## src/rtl/reorder_buffer_pkg.sv

```systemverilog
// Shared constants for the reorder buffer: depth, index width and op type encodings.
package reorder_buffer_pkg;

  localparam int ROB_DEPTH = 16;
  localparam int ROB_IDX_W = 4;

  localparam logic [1:0] TYPE_NORMAL = 2'd0;
  localparam logic [1:0] TYPE_BRANCH = 2'd1;
  localparam logic [1:0] TYPE_JALR   = 2'd2;
  localparam logic [1:0] TYPE_STORE  = 2'd3;

  // Branch writeback carries the actual direction in bit 0.
  function automatic logic is_mispredict(logic [1:0] ty, logic taken, logic pred);
    return (ty == TYPE_BRANCH) && (taken != pred);
  endfunction

endpackage

```

## src/rtl/reorder_buffer.sv

```systemverilog
// 16-entry reorder buffer: in-order issue, out-of-order writeback, in-order commit,
// with a one-cycle deferred flush on branch mispredict.
module reorder_buffer
  import reorder_buffer_pkg::*;
(
  input  logic                 clk,
  input  logic                 rst,
  input  logic                 rdy,
  input  logic                 issue_valid,
  input  logic [4:0]           issue_dest,
  input  logic [1:0]           issue_type,
  input  logic                 issue_pred_jump,
  input  logic [31:0]          issue_next_pc,
  input  logic [31:0]          issue_alt_pc,
  output logic [3:0]           issue_rename,
  output logic                 full,
  input  logic                 alu_wb_valid,
  input  logic [3:0]           alu_wb_rename,
  input  logic [31:0]          alu_wb_value,
  input  logic                 lsb_wb_valid,
  input  logic [3:0]           lsb_wb_rename,
  input  logic [31:0]          lsb_wb_value,
  output logic                 commit_flag,
  output logic [31:0]          commit_value,
  output logic [3:0]           commit_rename,
  output logic [4:0]           commit_dest,
  output logic                 commit_is_jalr,
  output logic [31:0]          jalr_next_pc,
  output logic                 commit_is_branch,
  output logic                 commit_is_store,
  output logic                 cdb_flush,
  output logic [31:0]          flush_pc
);

  logic [ROB_DEPTH-1:0] valid_q, valid_d, ready_q, ready_d, pred_q, pred_d;
  logic [1:0]           type_q    [ROB_DEPTH];
  logic [1:0]           type_d    [ROB_DEPTH];
  logic [4:0]           dest_q    [ROB_DEPTH];
  logic [4:0]           dest_d    [ROB_DEPTH];
  logic [31:0]          value_q   [ROB_DEPTH];
  logic [31:0]          value_d   [ROB_DEPTH];
  logic [31:0]          next_pc_q [ROB_DEPTH];
  logic [31:0]          next_pc_d [ROB_DEPTH];
  logic [31:0]          alt_pc_q  [ROB_DEPTH];
  logic [31:0]          alt_pc_d  [ROB_DEPTH];

  logic [ROB_IDX_W-1:0] head_q, head_d, tail_q, tail_d;
  logic [ROB_IDX_W:0]   count_q, count_d;
  logic                 flush_pending_q, flush_pending_d;
  logic                 do_issue, do_commit;

  logic        commit_flag_q, commit_flag_d, cdb_flush_q, cdb_flush_d;
  logic [31:0] commit_value_q, commit_value_d, jalr_next_pc_q, jalr_next_pc_d;
  logic [31:0] flush_pc_q, flush_pc_d;
  logic [3:0]  commit_rename_q, commit_rename_d;
  logic [4:0]  commit_dest_q, commit_dest_d;
  logic        commit_is_jalr_q, commit_is_jalr_d;
  logic        commit_is_branch_q, commit_is_branch_d;
  logic        commit_is_store_q, commit_is_store_d;

  assign full         = (count_q == (ROB_IDX_W + 1)'(ROB_DEPTH));
  assign issue_rename = tail_q;

  assign do_issue  = rdy && issue_valid && !full && !flush_pending_q;
  assign do_commit = rdy && (count_q != '0) && valid_q[head_q] && ready_q[head_q]
                     && !flush_pending_q;

  always_comb begin
    valid_d            = valid_q;
    ready_d            = ready_q;
    pred_d             = pred_q;
    type_d             = type_q;
    dest_d             = dest_q;
    value_d            = value_q;
    next_pc_d          = next_pc_q;
    alt_pc_d           = alt_pc_q;
    head_d             = head_q;
    tail_d             = tail_q;
    count_d            = count_q;
    flush_pending_d    = flush_pending_q;
    commit_flag_d      = 1'b0;
    cdb_flush_d        = 1'b0;
    commit_value_d     = commit_value_q;
    commit_rename_d    = commit_rename_q;
    commit_dest_d      = commit_dest_q;
    commit_is_jalr_d   = commit_is_jalr_q;
    commit_is_branch_d = commit_is_branch_q;
    commit_is_store_d  = commit_is_store_q;
    jalr_next_pc_d     = jalr_next_pc_q;
    flush_pc_d         = flush_pc_q;

    if (rdy && flush_pending_q) begin
      valid_d         = '0;
      ready_d         = '0;
      head_d          = '0;
      tail_d          = '0;
      count_d         = '0;
      flush_pending_d = 1'b0;
      cdb_flush_d     = 1'b1;
    end else if (rdy) begin
      // LSB first so an ALU writeback to the same rename overrides it.
      if (lsb_wb_valid && valid_q[lsb_wb_rename]) begin
        ready_d[lsb_wb_rename] = 1'b1;
        value_d[lsb_wb_rename] = lsb_wb_value;
      end
      if (alu_wb_valid && valid_q[alu_wb_rename]) begin
        ready_d[alu_wb_rename] = 1'b1;
        value_d[alu_wb_rename] = alu_wb_value;
      end
      if (do_commit) begin
        commit_flag_d      = 1'b1;
        commit_value_d     = value_q[head_q];
        commit_rename_d    = head_q;
        commit_dest_d      = dest_q[head_q];
        commit_is_jalr_d   = (type_q[head_q] == TYPE_JALR);
        commit_is_branch_d = (type_q[head_q] == TYPE_BRANCH);
        commit_is_store_d  = (type_q[head_q] == TYPE_STORE);
        jalr_next_pc_d     = next_pc_q[head_q];
        valid_d[head_q]    = 1'b0;
        ready_d[head_q]    = 1'b0;
        head_d             = head_q + ROB_IDX_W'(1);
        if (is_mispredict(type_q[head_q], value_q[head_q][0], pred_q[head_q])) begin
          flush_pending_d = 1'b1;
          flush_pc_d      = alt_pc_q[head_q];
        end
      end
      if (do_issue) begin
        valid_d[tail_q]   = 1'b1;
        ready_d[tail_q]   = 1'b0;
        pred_d[tail_q]    = issue_pred_jump;
        type_d[tail_q]    = issue_type;
        dest_d[tail_q]    = issue_dest;
        next_pc_d[tail_q] = issue_next_pc;
        alt_pc_d[tail_q]  = issue_alt_pc;
        tail_d            = tail_q + ROB_IDX_W'(1);
      end
      count_d = count_q + (ROB_IDX_W + 1)'(do_issue) - (ROB_IDX_W + 1)'(do_commit);
    end
  end

  always_ff @(posedge clk or posedge rst) begin
    if (rst) begin
      valid_q            <= '0;
      ready_q            <= '0;
      pred_q             <= '0;
      type_q             <= '{default: '0};
      dest_q             <= '{default: '0};
      value_q            <= '{default: '0};
      next_pc_q          <= '{default: '0};
      alt_pc_q           <= '{default: '0};
      head_q             <= '0;
      tail_q             <= '0;
      count_q            <= '0;
      flush_pending_q    <= 1'b0;
      commit_flag_q      <= 1'b0;
      cdb_flush_q        <= 1'b0;
      commit_value_q     <= '0;
      commit_rename_q    <= '0;
      commit_dest_q      <= '0;
      commit_is_jalr_q   <= 1'b0;
      commit_is_branch_q <= 1'b0;
      commit_is_store_q  <= 1'b0;
      jalr_next_pc_q     <= '0;
      flush_pc_q         <= '0;
    end else begin
      valid_q            <= valid_d;
      ready_q            <= ready_d;
      pred_q             <= pred_d;
      type_q             <= type_d;
      dest_q             <= dest_d;
      value_q            <= value_d;
      next_pc_q          <= next_pc_d;
      alt_pc_q           <= alt_pc_d;
      head_q             <= head_d;
      tail_q             <= tail_d;
      count_q            <= count_d;
      flush_pending_q    <= flush_pending_d;
      commit_flag_q      <= commit_flag_d;
      cdb_flush_q        <= cdb_flush_d;
      commit_value_q     <= commit_value_d;
      commit_rename_q    <= commit_rename_d;
      commit_dest_q      <= commit_dest_d;
      commit_is_jalr_q   <= commit_is_jalr_d;
      commit_is_branch_q <= commit_is_branch_d;
      commit_is_store_q  <= commit_is_store_d;
      jalr_next_pc_q     <= jalr_next_pc_d;
      flush_pc_q         <= flush_pc_d;
    end
  end

  assign commit_flag      = commit_flag_q;
  assign commit_value     = commit_value_q;
  assign commit_rename    = commit_rename_q;
  assign commit_dest      = commit_dest_q;
  assign commit_is_jalr   = commit_is_jalr_q;
  assign jalr_next_pc     = jalr_next_pc_q;
  assign commit_is_branch = commit_is_branch_q;
  assign commit_is_store  = commit_is_store_q;
  assign cdb_flush        = cdb_flush_q;
  assign flush_pc         = flush_pc_q;

endmodule
```

## config.mk

```make
export PLATFORM = sky130hd
export DESIGN_NAME = reorder_buffer
export DESIGN_NICKNAME = d
export VERILOG_FILES = /design/src/rtl/reorder_buffer_pkg.sv /design/src/rtl/reorder_buffer.sv
export SDC_FILE = /design/constraint.sdc
export NUM_CORES = 2
export LEC_CHECK = 0
export ABC_CLOCK_PERIOD_IN_PS = 87000
export CAP_MARGIN = 30
export CORE_UTILIZATION = 45
export CTS_CLUSTER_SIZE = 8
export DETAILED_ROUTE_END_ITERATION = 10
export SKIP_LAST_GASP = 1
export SYNTH_ARGS = -nofsm -noshare
export SYNTH_HDL_FRONTEND = slang
export SYNTH_SLANG_ARGS = --single-unit
```

## constraint.sdc

```tcl
create_clock -name clk -period 87 [get_ports clk]
set_clock_uncertainty 0.05 [all_clocks]
set_input_delay 21.75 -clock clk [delete_from_list [all_inputs] [get_ports clk]]
set_output_delay 21.75 -clock clk [all_outputs]
set_load 0.05 [all_outputs]
```

==> metrics <==
pwr dens=37.73 nW/um2; Avg Inst Size Synth=11.72 um2; total setup violations reported at the end of the flow=0; total number of vias=60,870; IO Count=265; synthesized netlist cell count=7,210; Most used DFF post-synth=dfrtp_1; clock buffer count from CTS=277; ordered cell list for the critical path=clkdlybuf4s50_1, buf_4, nand2b_4, a211o_1, a221oi_4, buf_4, ha_1, inv_1, ha_1, inv_1, fa_1, nor2b_1, nor2_1, o21bai_1, xnor2_1, mux2i_1, o2bb2ai_1; detail-routed via count per cell=6.294; vias in the first global route=62,610; result of the run=completed; share of the cycle needed by the critical path after routing=29.46%; Clock Sinks=1,820; met2 usage=43.89%; syn nets=7,375; endpoint type of the worst setup path=flop; initial core utilization=45.42%; highest-delay cell along the critical path=buf_4; count of TritonRoute iterations in the first routing pass=6; RSZ-0062 raised after global routing=false; Largest stage delay, worst path=760 ps; Synth top area share=53.90%; first-pass GRT wire length=413,800 um; Fin. Hold Viols=0; total number of nets in the final design=7,327; Layout area overhead=14.40%; Final Routed Wirelength=274,300 um; overall routing resource usage=28.93%; Detail Route Antenna Nets=0; standard-cell row count=158; 1st-iter DRT viols=6,904; clock slew seen by the registers of the worst setup and hold paths=50 ps; clock tree from TritonCTS=built; most used routing layer=met2; cell types occupying the most area after synthesis=dfrtp_1 54%, mux4_2 14%, mux2_2 9.8%; post-route total power=0.003647 W; DRC errors left=0; total of buffers placed on input and output ports=264; share of flip-flops with an asynchronous set or reset=100.0%; number of distinct standard cells referenced by the synthesized netlist=61; Die Y-Extent=435.3 um; Arr. time, crit path=26,380 ps; sequential area share after synthesis=53.90%; Yosys Warn Count=0; root buf cell=clkbuf_16; residual overflow from global routing=0; worst-case headroom to the max-slew limit=16.92%; met3 track demand over resource=6.850%; hold buffers post-CTS=0; slew at the pin with the worst max-slew slack=1246 ps; crit path time final=25,630 ps; required time worst endpoint=87,750 ps; aggregate negative setup slack=0 ps; max-cap viol count=0; last weighted congestion value of the routability-driven placer=0.8243; die outline area=189,500 um2; startpoint-to-endpoint class of the critical path=in -> reg; Post-CTS Repair Setup Buffers=0; type of origin of the critical path=input port; Post-synth EDFFs=0; met1 Usage GRT=40.16%; largest net degree at the start of global routing=208; leakage power total=43.26 nW; final core utilization=51.96%; register bit count reported by yosys=1,820; core outline area=186,000 um2; largest area contributor in the netlist=dfrtp_1; Max VDD drop=0.03436 mV; Final HPWL DP=145,800 um; WL per Instance=28.36 um; CP Max Fanout=49; H-tree level count=5; CTS Buffer Depth=4; worst min-delay path category=reg -> reg; initial antenna violation count=39; total count of max-transition violations in the final report=0; number of gates resized after CTS=0; clock insertion delay at the later pin of the skew report=930 ps; horizontal die dimension=435.3 um; cell area after synthesis=84,490 um2; fraction of layout cells with a size suffix above 1=25.03%; Max Fclk=39.01 MHz
## cell usage in the layout, fill, tap and decap left out, drive strengths merged, types with 5 or more instances in the layout
master	n
and3	6
mux2i	12
a21oi	515
inv	28
a31oi	18
xnor2	5
a22o	8
nand2	1536
nand2b	16
mux4	517
a31o	7
o211ai	5
o22a	5
ha	14
clkdlybuf4s50	264
nand4	8
nor2	512
a311o	5
clkbuf	290
nand3	35
diode	13
o22ai	483
mux2	759
a311oi	7
a22oi	39
and2	9
o2bb2ai	39
dfrtp	1820
nor2b	10
buf	150
o21ai	11
## sequential cells by signal, summed over array words and instances (netlist names), 5 cells and up
register	count
flush_pc	32
commit_dest	5
pred_q	16
alt_pc_q	512
dest_q	80
count_q	5
ready_q	16
next_pc_q	512
type_q	32
commit_value	32
value_q	512
jalr_next_pc	32
valid_q	16
## Yosys cell counts, drive strengths merged (12+ instances only)
cell type and count:
a21oi 515, a22oi 39, a31oi 18, buf 251, clkbuf 490, dfrtp 1820
ha 14, inv 24, mux2 759, mux2i 12, mux4 517, nand2 1536
nand2b 16, nand3 35, nor2 512, o22ai 483, o2bb2ai 39
## layer usage
| layer | part of all wire (%) | vias to the layer above | wire length [um] |
|---|---|---|---|
| met5 | 0.050 | - | 137 |
| met4 | 3.9 | 22 | 10820 |
| met3 | 8.8 | 638 | 24270 |
| met2 | 46 | 2911 | 126500 |
| met1 | 41 | 31930 | 112500 |
| li1 | - | 25370 | - |
## area by class of cell
class | instances | area, um2
diodes | 13 | 32.53
clock buffers | 290 | 7139
clock inverters | 5 | 51.30
fillers | 15860 | 89370
inverters | 24 | 97.59
multi-input cells | 4625 | 36320
flip-flops and latches | 1820 | 45560
well taps | 2480 | 3103
repair buffers | 414 | 4352
## through the flow
step / hold slack [ps] / setup WS [ps] / std cells / cell area [um2]
after global placement: 402.4 / 60290 / 9335 / 88740
after CTS: 419.7 / 61440 / 9649 / 96400
final: 417.3 / 61370 / 9671 / 96660
after detailed placement: 407.8 / 60450 / 9354 / 89200
after global routing: 435.8 / 61090 / 9670 / 96650
after floorplan: 390.8 / 13810 / 7210 / 84490
## worst max-delay path: cells and delay by family
family	cells	cell delay (ps)
buffers and inverters	5	1710
adder cells (fa/ha/maj)	3	970
AO/OA/AOI/OAI	4	900
multiplexers	1	220
AND/OR/NAND/NOR	3	620
XOR/XNOR	1	160
## final timing paths
kind	cells after the start	end	slack, ps	from
max in group asynchronous	6	next_pc_q[429]	61670	rst
min in group asynchronous	2	value_q[462]	21400	rst
setup reg to reg	17	count_q[4]	81660	head_q[1]
setup / recovery	17	count_q[4]	61370	rdy
hold reg to reg	2	alt_pc_q[182]	420	alt_pc_q[182]
hold / removal	2	alt_pc_q[182]	420	alt_pc_q[182]
## cell families after synthesis
logic type	Yosys count	synth area share (%)
flops	1820	53.90
fa+ha+maj	15	0.2310
xor+xnor	6	0.06220
simple gates	2151	9.831
buf+inv	765	3.659
compound gates	1165	8.213
mux	1288	24.10
## power breakdown
part	leakage (nW)	switching, W	internal [W]
combinational	16.5	0.000632	0.000661
clock	3.54	0.000368	0.000571
sequential	23.2	0.000206	0.00121
No activity file was read; power rests on OpenSTA's default activity.
